### config.mk
export PLATFORM = sky130hd
export DESIGN_NAME = seven_seg_scanner_flat
export DESIGN_NICKNAME = d
export VERILOG_FILES = /design/src/rtl/seven_seg_pkg.sv /design/src/rtl/seven_seg_scanner_if.sv /design/src/rtl/seven_seg_hex_to_seg7.sv /design/src/rtl/seven_seg_scanner.sv /design/src/flat_wrapper.sv
export SDC_FILE = /design/constraint.sdc
export NUM_CORES = 1
export LEC_CHECK = 0
export BUFFER_PORTS_ARGS = -buffer_cell sky130_fd_sc_hd__buf_2
export CAP_MARGIN = 40
export CORE_MARGIN = 1
export CORE_UTILIZATION = 40
export CTS_BUF_LIST = sky130_fd_sc_hd__clkbuf_4 sky130_fd_sc_hd__clkbuf_8
export DETAILED_ROUTE_END_ITERATION = 10
export SLEW_MARGIN = 30
export SYNTH_ARGS = -nofsm -noshare
export SYNTH_HDL_FRONTEND = slang
export SYNTH_SLANG_ARGS = --single-unit
### constraint.sdc
create_clock -name i_clock -period 2.6 [get_ports i_clock]
set_input_delay 0.13 -clock i_clock [delete_from_list [all_inputs] [get_ports i_clock]]
set_output_delay 0.13 -clock i_clock [all_outputs]
set_load 0.02 [all_outputs]
### src/rtl/seven_seg_pkg.sv
// Shared types and the active-low hex-to-segment table for the seven-segment scanner.
package seven_seg_pkg;

    typedef logic [6:0] seg7_t;  // {g,f,e,d,c,b,a}, active-low

    localparam seg7_t SEG_OFF = 7'h7F;
    localparam logic  DP_OFF  = 1'b1;

    localparam seg7_t HEX_SEG [16] = '{
        7'h40, 7'h79, 7'h24, 7'h30, 7'h19, 7'h12, 7'h02, 7'h78,
        7'h00, 7'h10, 7'h08, 7'h03, 7'h46, 7'h21, 7'h06, 7'h0E
    };

endpackage

### src/rtl/seven_seg_scanner_if.sv
// Data-in / display-out bundle of the scanner; master is the user side, slave the scanner.
interface seven_seg_scanner_if #(
    parameter int NUM_DIGITS = 8
);
    import seven_seg_pkg::*;

    logic [4*NUM_DIGITS-1:0] value;
    logic [NUM_DIGITS-1:0]   digit_en;
    logic [NUM_DIGITS-1:0]   dp_in;
    seg7_t                   segments;
    logic                    dp;
    logic [NUM_DIGITS-1:0]   anodes;
    logic                    frame_start;

    modport master (
        output value, digit_en, dp_in,
        input  segments, dp, anodes, frame_start
    );

    modport slave (
        input  value, digit_en, dp_in,
        output segments, dp, anodes, frame_start
    );

endinterface

### src/rtl/seven_seg_hex_to_seg7.sv
// Combinational nibble to active-low seven-segment pattern lookup.
module hex_to_seg7
    import seven_seg_pkg::*;
(
    input  logic [3:0] i_nibble,
    output seg7_t      o_seg
);

    assign o_seg = HEX_SEG[i_nibble];

endmodule

### src/rtl/seven_seg_scanner.sv
// Time-multiplexed N-digit common-anode display driver with per-frame input snapshot.
// Optional leading-zero suppression when SEVEN_SEG_LZ_BLANK_EN is defined.
module seven_seg_scanner
    import seven_seg_pkg::*;
#(
    parameter int NUM_DIGITS   = 8,
    parameter int REFRESH_DIV  = 100000,
    parameter int BLANK_CYCLES = 0
) (
    input  logic                i_clock,
    input  logic                i_reset,   // active-low, asynchronous
    seven_seg_scanner_if.slave  bus
);

    localparam int PRE_W = $clog2(REFRESH_DIV);
    localparam int IDX_W = (NUM_DIGITS > 1) ? $clog2(NUM_DIGITS) : 1;

    logic [PRE_W-1:0]        r_pre;
    logic [IDX_W-1:0]        r_idx;
    logic [4*NUM_DIGITS-1:0] r_snap_val;
    logic [NUM_DIGITS-1:0]   r_snap_en;
    logic [NUM_DIGITS-1:0]   r_snap_dp;
    logic                    r_load_pending;
    logic [NUM_DIGITS-1:0]   r_anodes;
    seg7_t                   r_segments;
    logic                    r_dp;
    logic                    r_frame_start;

    logic       w_tick;
    logic       w_wrap;
    logic       w_load;
    logic       w_guard_ok;
    logic       w_lz_blank;
    logic       w_lit;
    logic [3:0] w_nib;
    seg7_t      w_seg;

    assign w_tick = (r_pre == PRE_W'(REFRESH_DIV - 1));
    assign w_wrap = (r_idx == IDX_W'(NUM_DIGITS - 1));
    assign w_load = (w_tick && w_wrap) || r_load_pending;

    generate
        if (BLANK_CYCLES == 0) begin : g_no_guard
            assign w_guard_ok = 1'b1;
        end else begin : g_guard
            assign w_guard_ok = (r_pre >= PRE_W'(BLANK_CYCLES));
        end
    endgenerate

`ifdef SEVEN_SEG_LZ_BLANK_EN
    // w_hi_zero[i]: every snapshot nibble at index >= i is zero.
    logic [NUM_DIGITS-1:0] w_hi_zero;
    always_comb begin
        logic acc;
        acc       = 1'b1;
        w_hi_zero = '0;
        for (int i = NUM_DIGITS - 1; i >= 0; i--) begin
            acc          = acc && (r_snap_val[4*i +: 4] == 4'h0);
            w_hi_zero[i] = acc;
        end
    end
    assign w_lz_blank = (r_idx != '0) && w_hi_zero[r_idx];
`else
    assign w_lz_blank = 1'b0;
`endif

    assign w_nib = r_snap_val[{r_idx, 2'b00} +: 4];
    assign w_lit = r_snap_en[r_idx] && w_guard_ok && !w_lz_blank;

    hex_to_seg7 u_dec (
        .i_nibble (w_nib),
        .o_seg    (w_seg)
    );

    always_ff @(posedge i_clock or negedge i_reset) begin
        if (!i_reset) begin
            r_pre          <= '0;
            r_idx          <= '0;
            r_snap_val     <= '0;
            r_snap_en      <= '0;
            r_snap_dp      <= '0;
            r_load_pending <= 1'b1;
            r_anodes       <= '1;
            r_segments     <= SEG_OFF;
            r_dp           <= DP_OFF;
            r_frame_start  <= 1'b0;
        end else begin
            r_pre          <= w_tick ? '0 : r_pre + 1'b1;
            if (w_tick)
                r_idx <= w_wrap ? '0 : r_idx + 1'b1;
            r_load_pending <= 1'b0;
            // Snapshot only at the frame boundary so a digit never changes mid-frame.
            if (w_load) begin
                r_snap_val <= bus.value;
                r_snap_en  <= bus.digit_en;
                r_snap_dp  <= bus.dp_in;
            end
            r_frame_start  <= w_load;
            r_anodes       <= w_lit ? ~(NUM_DIGITS'(1) << r_idx) : '1;
            r_segments     <= w_lit ? w_seg : SEG_OFF;
            r_dp           <= w_lit ? ~r_snap_dp[r_idx] : DP_OFF;
        end
    end

    assign bus.anodes      = r_anodes;
    assign bus.segments    = r_segments;
    assign bus.dp          = r_dp;
    assign bus.frame_start = r_frame_start;

endmodule

### src/flat_wrapper.sv
// flat-port wrapper written by rule: the top's interface ports become plain ports
module seven_seg_scanner_flat import seven_seg_pkg::*;
#(
    parameter int NUM_DIGITS   = 8,
    parameter int REFRESH_DIV  = 100000,
    parameter int BLANK_CYCLES = 0
)
  (i_clock, i_reset, bus_value, bus_digit_en, bus_dp_in, bus_segments, bus_dp, bus_anodes, bus_frame_start);
  seven_seg_scanner_if #(.NUM_DIGITS(NUM_DIGITS)) bus_i ();
  input  logic i_clock;
  input  logic i_reset;
  input wire logic [$bits(bus_i.value)-1:0] bus_value;
  input wire logic [$bits(bus_i.digit_en)-1:0] bus_digit_en;
  input wire logic [$bits(bus_i.dp_in)-1:0] bus_dp_in;
  output wire logic [$bits(bus_i.segments)-1:0] bus_segments;
  output wire logic [$bits(bus_i.dp)-1:0] bus_dp;
  output wire logic [$bits(bus_i.anodes)-1:0] bus_anodes;
  output wire logic [$bits(bus_i.frame_start)-1:0] bus_frame_start;
  assign bus_i.value = bus_value;
  assign bus_i.digit_en = bus_digit_en;
  assign bus_i.dp_in = bus_dp_in;
  assign bus_segments = bus_i.segments;
  assign bus_dp = bus_i.dp;
  assign bus_anodes = bus_i.anodes;
  assign bus_frame_start = bus_i.frame_start;
  seven_seg_scanner #(.NUM_DIGITS(NUM_DIGITS), .REFRESH_DIV(REFRESH_DIV), .BLANK_CYCLES(BLANK_CYCLES)) u_core (.i_clock(i_clock), .i_reset(i_reset), .bus(bus_i));
endmodule
==> results of run 1 <==
[metal layers]
layer / share of wire, % / up-vias
met5: 0 / -
met4: 1.3 / 0
met3: 4.5 / 9
met2: 46 / 62
met1: 48 / 1263
li1: - / 1271
[logic make-up after synthesis]
family	Yosys count
buffers and inverters	20
AND/OR/NAND/NOR	71
XOR/XNOR	15
multiplexers	72
AO/OA/AOI/OAI	21
other	1
adder cells (fa/ha/maj)	13
flip-flops	86
[power breakdown]
group	switching (uW)	leakage [uW]	internal [uW]
Combinational	179	0.00113	218
Sequential	48.7	0.00102	1450
Clock	469	0.000105	524
Total	696	0.00225	2190
[area by class of cell]
| cell class | instances | area (um^2) | share of cell area [%] |
|---|---|---|---|
| Tap cell | 133 | 166.4 | 3.257 |
| Sequential cell | 86 | 2173 | 42.54 |
| Multi-Input combinational cell | 193 | 1740 | 34.07 |
| Timing Repair Buffer | 109 | 779.5 | 15.26 |
| Inverter | 8 | 30.03 | 0.5878 |
| Clock buffer | 12 | 165.2 | 3.233 |
| Clock inverter | 4 | 53.80 | 1.053 |
[worst max-delay path, stage by stage (launching register included)]
cell,delay (ns)
dfrtp_1,0.56
mux4_2,0.56
nand2_1,0.09
nand2_1,0.15
ha_1,0.24
a21boi_0,0.14
a2111oi_0,0.42
a31oi_1,0.07
[repair_timing]
action / CTS / global route
hold buffers: 35 / 0
setup buffers: 0 / 0
endpoints found under the hold margin: 103 / 0
[per-stage QoR]
step	area [um^2]	hold WS, ns	utilization [%]	std cells	setup WS (ns)
finish	5109	0.01828	52.51	545	0.2886
global route	5109	0.0003959	52.51	545	0.1021
CTS	5081	0.0003336	52.22	544	0.2830
detailed placement	4512	0.2404	46.37	493	0.2930
global placement	4508	0.3608	46.33	493	0.3852
floorplan	4009	-0.1656	-	299	0.3052
[flip-flops by register name, summed over array words and instances (netlist names), 3 cells and up]
register and cells:
u_core.bus.anodes 8, u_core.r_snap_dp 8, u_core.bus.segments 7, u_core.r_idx 3, u_core.r_snap_val 32, u_core.r_pre 17
u_core.r_snap_en 8
[how the worst max path moves through the flow]
stage	end	slack, ns	cells past startpoint
6_report	u_core.bus.segments[3]	0.29	7
4_1_cts	u_core.bus.segments[3]	0.28	7
2_1_floorplan	u_core.bus.segments[3]	0.31	9
3_3_place_gp	u_core.bus.segments[3]	0.39	7
5_1_grt	u_core.bus.segments[3]	0.10	7
3_5_place_dp	u_core.bus.segments[3]	0.29	7
[cells in the mapped netlist, types with 2 or more instances]
cell type,n,area (um^2)
ha_1,13,162.7
o21ai_0,5,25.02
nor2b_1,2,12.51
dfrtp_1,69,1727
o221ai_1,4,35.03
nand3_1,6,30.03
buf_6,2,22.52
mux2i_1,8,80.08
mux2_2,46,518.0
nand4_1,3,18.77
inv_1,7,26.28
mux4_2,9,202.7
xor2_1,6,52.55
nor2_1,18,67.56
nand2b_1,3,18.77
a21oi_1,3,15.01
mux2_4,9,135.1
buf_2,7,35.03
nand2_1,27,101.4
and4_1,2,17.52
dfstp_2,17,446.7
xnor2_1,9,78.83
nor3_1,2,10.01
==> results.toml, run 1 <==
[status]
outcome = "finished, final reports clean"

[timing]
tightest_slew_ns = 0.5485
final_max_slew_viol_count = 0
max-slew-margin-rel_pct = 63.35
timing.final.crit_share_pct = 88.90
tns_ns = 0
period_minus_slack_ns = 2.311
finalHoldViolCount = 0
skew_ns = 0.01246
fmax_mhz = 432.6
setup_violations = 0
rsz0062_at_grt = "false"

[global_route]
top_usage_layer = "met2"
grt_first_pass_wirelength_um = 13110
met3_usage_pct = 3.899
globalRouteTotalUtil_pct = 16.79
grt_max_degree = 87
grt-ovfl-total = 0
grt_pass1_vias = 2634
grtUsageMet2_pct = 25.04
antenna_found_initial = 0
met1_usage_pct = 24.18

[placed_design]
port_buffers = 66
dp_hpwl_um = 5438
place_congestion = 0.9152

[layout]
final_cell_mix = "dfrtp_1 (69), buf_2 (65), mux2_2 (46)"
final_common_cell = "dfrtp_1"
area_growth_pct = 27.43
fin_nets = 470
antenna_cells = 0
layout-drive-gt1-share_pct = 42.23
nFillCells = 894

[synth]
netlist_area_um2 = 4009
avgSynthCellArea_um2 = 13.41
synth-simple-area-share_pct = 8.833
synth_ff_type = "dfrtp_1"
synth_mux_area_share_pct = 23.35
yosysUniqueCellTypes = 45
synth_edf_count = 0
async_reset_ff_share_pct = 100.0
synth_cells = 299
yosys_warnings = 0
ys_seq_area_share_pct = 54.21
synth_top_family_by_area = "multiplexers"
ys_ff_latch = 86
synth_compound_area_share_pct = 3.620
synth_xor_area_share_pct = 3.277
synth_fp_nets = 362
yosys.area_share.adder_pct = 4.057

[routing]
dr.pass1.iters = 4
wirelength_um = 7896
initialDrtViolationCount = 99
via_per_inst = 4.780
drcViolationCount = 0
detail-route-antenna-nets = 0
wl_per_cell_um = 14.49
vias = 2605

[min_path]
holdPathEnd = "u_core.r_snap_en[3]"
hold_class = "in2reg"
hold_start = "bus_digit_en[3]"
hold_depth = 2

[power]
ir_drop_uv = 246.3
p_per_area_nw_per_um2 = 565.2
power.total_uw = 2888
leakage_uw = 0.002245

[clock_network]
postCtsResizedCells = 0
clk_pin_slew_worst_paths_ns = 0.08
htree_levels = 3
cts_max_path_buffers = 2
cts_tree = "done"
clkLatencyLatePin_ns = 0.35
cts-root-buf = "clkbuf_8"
cts_made_buffers = 9
clock_sinks = 86

[run]
cap_violations = 0

[setup_path]
critPathCaptureType = "register"
rr_worst_depth = 7
path_class = "reg2reg"
critical_path_required_ns = 2.87
cp_max_fo = 8
r2r_start = "u_core.r_idx[1]"
startpoint_type = "register"
worstPathArrival_ns = 2.58
rr_endpoint = "u_core.bus.segments[3]"
r2r_slack_ns = 0.29
critPathLaunch = "u_core.r_idx[1]"

[floorplan]
die_area_um2 = 10430
core_region_area_um2 = 9729
row_count = 36
die_w_um = 102.1
boundaryPins = 67
die_y_um = 102.1
initial_core_util_pct = 41.20
(Power assumes the default switching activity.)
==> inputs of run 2 (changes only) <==
Settings changed: RECOVER_POWER from default to 50.
==> run 2 against run 1 <==
The run now ends with max-capacitance violations, max-slew violations left. Critical path type unchanged. Core utilization decreased by 0.15 points. Worst setup slack improved by 0.0012 ns. Count of clock-buffer cells in the layout unchanged. Critical endpoint unchanged. Non-clock buffer count unchanged.
==> results.toml, run 2 (synthesis gave the netlist of run 1 again) <==
[setup_path]
critical_path_required_ns = 2.87
critPathCaptureType = "register"
path_class = "reg2reg"
worstPathArrival_ns = 2.58
startpoint_type = "register"
cp_max_fo = 8

[global_route]
grt_max_degree = 87
grt-ovfl-total = 0
grt_pass1_vias = 2634
grt_first_pass_wirelength_um = 13110
antenna_found_initial = 0
globalRouteTotalUtil_pct = 16.79

[clock_network]
clk_pin_slew_worst_paths_ns = 0.08
cts_max_path_buffers = 2
post-cts-setup-buffers = 0
postCtsResizedCells = 0
clkLatencyLatePin_ns = 0.35
htree_levels = 3
cts_made_buffers = 9
cts_tree = "done"
clock_sinks = 86
cts-root-buf = "clkbuf_8"

[layout]
seqCellArea_um2 = 2173
layout-drive-gt1-share_pct = 40.53
multi_input_area_um2 = 1740
largest-register = "u_core.r_snap_val"
largest_reg_flops = 32
nFillCells = 899
fin_nets = 470
final_util_pct = 52.35
final_common_cell = "dfrtp_1"
final_cell_mix = "dfrtp_1 (69), buf_2 (59), mux2_2 (46)"
reg_top3 = "u_core.r_snap_val (32), u_core.r_pre (17)"
antenna_cells = 0
area_growth_pct = 27.06

[floorplan]
die_w_um = 102.1
core_region_area_um2 = 9729
boundaryPins = 67
initial_core_util_pct = 41.20
die_y_um = 102.1
die_area_um2 = 10430
row_count = 36

[routing]
dr.pass1.iters = 4
detail-route-antenna-nets = 0
wirelength_um = 7900
drcViolationCount = 0
met2WireLength_um = 3629
vias = 2616
dr.max_layer_used = "met4"
routed-wl-met3_um = 366
wl_per_cell_um = 14.50
wl_met1_um = 3803
via_per_inst = 4.800
initialDrtViolationCount = 99

[timing]
tns_ns = 0
skew_ns = 0.01263
finalHoldViolCount = 0
period_minus_slack_ns = 2.310
max-slew-margin-rel_pct = -29.72
timing.final.crit_share_pct = 88.86
fmax_mhz = 432.9
final_max_slew_viol_count = 37
tightest_slew_ns = 1.946
final.setup.worst_slack_ns = 0.2898
rsz0062_at_grt = "false"
setup_violations = 0

[placed_design]
dp_hpwl_um = 5438
place_congestion = 0.9152
dp_slack_ns = 0.2930
port_buffers = 66

[min_path]
hold_class = "in2reg"

[run]
cap_violations = 1

[power]
ir_drop_uv = 246.3
leakage_uw = 0.002229
p_per_area_nw_per_um2 = 566.3
power.total_uw = 2884

[status]
outcome = "finished, violations left"
violations = "max-capacitance violations, max-slew violations"
run 2: critical path, stage by stage (launching register included):
cell       delay [ns]
dfrtp_1          0.56
mux4_2           0.56
nand2_1          0.09
nand2_1          0.15
ha_1             0.24
a21boi_0         0.14
a2111oi_0        0.42
a31oi_1          0.07
run 2: report_power, final:
part           total [uW]  switching (uW)  internal, uW
sequential           1500            49.0          1450
clock                 993             468           524
combinational         394             179           215
total                2880             696          2190
run 2: cell type report:
| class | count | share of cell area [%] |
|---|---|---|
| Clock buffer | 12 | 3.242 |
| Tap cell | 133 | 3.267 |
| Clock inverter | 4 | 1.056 |
| Inverter | 8 | 0.5895 |
| Multi-Input combinational cell | 193 | 34.17 |
| Timing Repair Buffer | 109 | 15.01 |
| Sequential cell | 86 | 42.67 |
run 2: per-stage QoR:
step	std cells	area, um^2	hold WS [ns]
finish	545	5094	0.01767
CTS	544	5081	0.0003336
floorplan	299	4009	-0.1656
detailed placement	493	4512	0.2404
global placement	493	4508	0.3608
global route	545	5094	0.0003959
run 2: layer usage:
| layer | GRT usage [%] | vias to the layer above |
|---|---|---|
| met4 | 5.604 | 0 |
| met5 | 0 | - |
| li1 | - | 1271 |
| met2 | 25.04 | 70 |
| met3 | 3.899 | 9 |
| met1 | 24.18 | 1266 |
run 2: path summary, 6_finish.rpt:
check                                 from                      to  depth (start not counted)  slack (ns)
setup / recovery           u_core.r_idx[1]  u_core.bus.segments[3]                          7        0.29
hold / removal             bus_digit_en[3]     u_core.r_snap_en[3]                          2        0.02
min in group asynchronous          i_reset        u_core.r_pre[14]                          2        0.85
hold reg to reg            u_core.r_pre[0]         u_core.r_pre[0]                          1        0.49
setup reg to reg           u_core.r_idx[1]  u_core.bus.segments[3]                          7        0.29
max in group asynchronous          i_reset     u_core.r_snap_en[7]                          2        0.62
run 2: repair_timing:
item | CTS | global route
setup endpoints to repair | 0 | 0
hold buffers | 35 | 0
hold endpoints to repair | 103 | 0
==> inputs of run 3 (changes only) <==
==> constraint.sdc (replaced) <==
create_clock -name i_clock -period 2 [get_ports i_clock]
set_input_delay 0.2 -clock i_clock [delete_from_list [all_inputs] [get_ports i_clock]]
set_output_delay 0.2 -clock i_clock [all_outputs]
set_load 0.02 [all_outputs]
==> run 3 against run 2 <==
The flow now finishes without violations. Clock power up 35%. Combinational power up 38%. Cell area up 0.54%. Total power up 32%. Largest power group unchanged. Register-to-register slack worse by 0.28 ns. Clock skew down 0.0022 ns. Maximum frequency up 16%. Final cell count down 0.92%. Routed wire length up 1.7%. Core utilization up 0.28 points.
==> results.toml, run 3 (synthesis gave the netlist of run 1 again) <==
[min_path]
hold_class = "in2reg"
holdPathEnd = "u_core.r_snap_val[10]"
hold_depth = 2
hold_start = "bus_value[10]"

[floorplan]
die_area_um2 = 10430
die_w_um = 102.1
core_region_area_um2 = 9729
die_y_um = 102.1
row_count = 36
initial_core_util_pct = 41.20
boundaryPins = 67

[clock_network]
htree_levels = 3
clk_pin_slew_worst_paths_ns = 0.09
cts_tree = "done"
cts_max_path_buffers = 2
clock_sinks = 86
clkLatencyLatePin_ns = 0.36
cts_made_buffers = 9
cts-root-buf = "clkbuf_8"

[timing]
setup_violations = 0
timing.final.crit_share_pct = 99.63
period_minus_slack_ns = 1.993
finalHoldViolCount = 0
skew_ns = 0.01041
fmax_mhz = 501.9
rsz0062_at_grt = "true"
max-slew-margin-rel_pct = 35.27
final_max_slew_viol_count = 0
tightest_slew_ns = 0.9709

[power]
power.total_uw = 3820
p_per_area_nw_per_um2 = 746.0
leakage_uw = 0.002279
ir_drop_uv = 389.9

[layout]
final_cell_mix = "dfrtp_1 (67), buf_2 (65), mux2_2 (45)"
area_growth_pct = 27.75
reg_top3 = "u_core.r_snap_val (32), u_core.r_pre (17)"
fin_nets = 465
layout-drive-gt1-share_pct = 53.81
fin_area_um2 = 5121
nFillCells = 866
largest_reg_flops = 32
largest-register = "u_core.r_snap_val"
antenna_cells = 0
multi_input_area_um2 = 1812
final_common_cell = "dfrtp_1"
seqCellArea_um2 = 2176

[placed_design]
dp_hpwl_um = 5525
port_buffers = 66
dpl-instance-area_um2 = 4667
place_congestion = 0.7949

[global_route]
grt-ovfl-total = 0
met1_usage_pct = 21.53
met3_usage_pct = 4.036
grt_max_degree = 49
globalRouteTotalUtil_pct = 16.21
antenna_found_initial = 0
top_usage_layer = "met2"
grtUsageMet2_pct = 25.61
grt_first_pass_wirelength_um = 12630
grt_pass1_vias = 2646

[setup_path]
critical_path_required_ns = 2.28
critical_path.cell_chain = "mux4_2 > mux2_4 > inv_4 > ha_4 > a21boi_4 > a2111oi_2 > a31oi_1"
critPathCaptureType = "register"
slowest_stage = "mux4_2"
cp_max_fo = 5
r2r_slack_ns = 0.007
startpoint_type = "register"
worstPathArrival_ns = 2.27
r2r_start = "u_core.r_idx[1]"
rr_endpoint = "u_core.bus.segments[3]"
rr_worst_depth = 7
slowest_delay_ns = 0.52
path_class = "reg2reg"

[routing]
vias = 2631
initialDrtViolationCount = 59
wl_per_cell_um = 14.88
drcViolationCount = 0
dr.pass1.iters = 4
detail-route-antenna-nets = 0
wirelength_um = 8034
via_per_inst = 4.872

[status]
outcome = "finished, final reports clean"

[run]
cap_violations = 0
## run 3: cell count changes in the layout (fill, tap and decap cells not counted), moves of 5 or more
cell	before	now
ha_1	13	8
buf_2	59	65
dlygate4sd3_1	35	1
clkbuf_1	7	0
buf_6	0	5
buf_4	6	26
## run 3: worst max-delay path by stage
stage | start | to | slack [ns]
after floorplan | u_core.r_idx[1] | u_core.bus.segments[3] | -0.08
after global placement | u_core.r_idx[1] | u_core.bus.segments[3] | -0.05
after detailed placement | u_core.r_idx[1] | u_core.bus.segments[3] | -0.09
after CTS | u_core.r_idx[1] | u_core.bus.segments[3] | -0.01
after global routing | u_core.r_idx[1] | u_core.bus.segments[3] | -0.1
final | u_core.r_idx[1] | u_core.bus.segments[3] | 0.007
## run 3: per-stage QoR
step	worst slack, ns	setup TNS (ns)	hold WS [ns]	utilization, %	instances
after floorplan	-0.08101	-0.1768	-0.09559	-	299
after global placement	-0.05006	-0.1748	0.2076	47.97	509
after detailed placement	-0.08696	-1.695	0.2096	47.97	509
after CTS	-0.01000	-0.01000	0.05021	51.04	530
after global routing	-0.09990	-3.486	0.05613	52.64	540
final	0.007500	0	0.06482	52.64	540
## run 3: final cells by class
| cell class | count | share of cell area, % |
|---|---|---|
| Sequential cell | 86 | 42.49 |
| Multi-Input combinational cell | 193 | 35.38 |
| Timing Repair Buffer | 104 | 14.00 |
| Tap cell | 133 | 3.249 |
| Clock buffer | 10 | 2.565 |
| Clock inverter | 6 | 1.686 |
| Inverter | 8 | 0.6352 |
## run 3: worst max-delay path: cells and delay by family (launching register included)
| kind | cells | cell delay, ns |
|---|---|---|
| AOI/OAI and AO/OA | 3 | 0.39 |
| DFF | 1 | 0.46 |
| muxes | 2 | 0.85 |
| adders and majority gates | 1 | 0.12 |
| buffers and inverters | 1 | 0.10 |
## run 3: timing repair
| action | in CTS | in global routing |
|---|---|---|
| gates cloned | 1 | 2 |
| gates resized for setup | 10 | 13 |
| pin swaps | 2 | 5 |
| endpoints found under the setup margin | 45 | 55 |
| buffers inserted | 3 | 8 |
| hold endpoints to repair | 24 | 0 |
| hold buffers | 1 | 0 |
## run 3: where the power goes
part | internal (uW) | leakage [uW] | total, uW | switching, uW
clock network | 715 | 0.000110 | 1340 | 620
logic | 294 | 0.00116 | 545 | 250
registers | 1880 | 0.00101 | 1940 | 57.4
total | 2890 | 0.00228 | 3820 | 928
## run 3: per-layer routing
layer,vias to the layer above,wire (um)
met5,-,0
met4,0,136
met3,12,322
met2,51,3882
met1,1309,3693
li1,1259,-
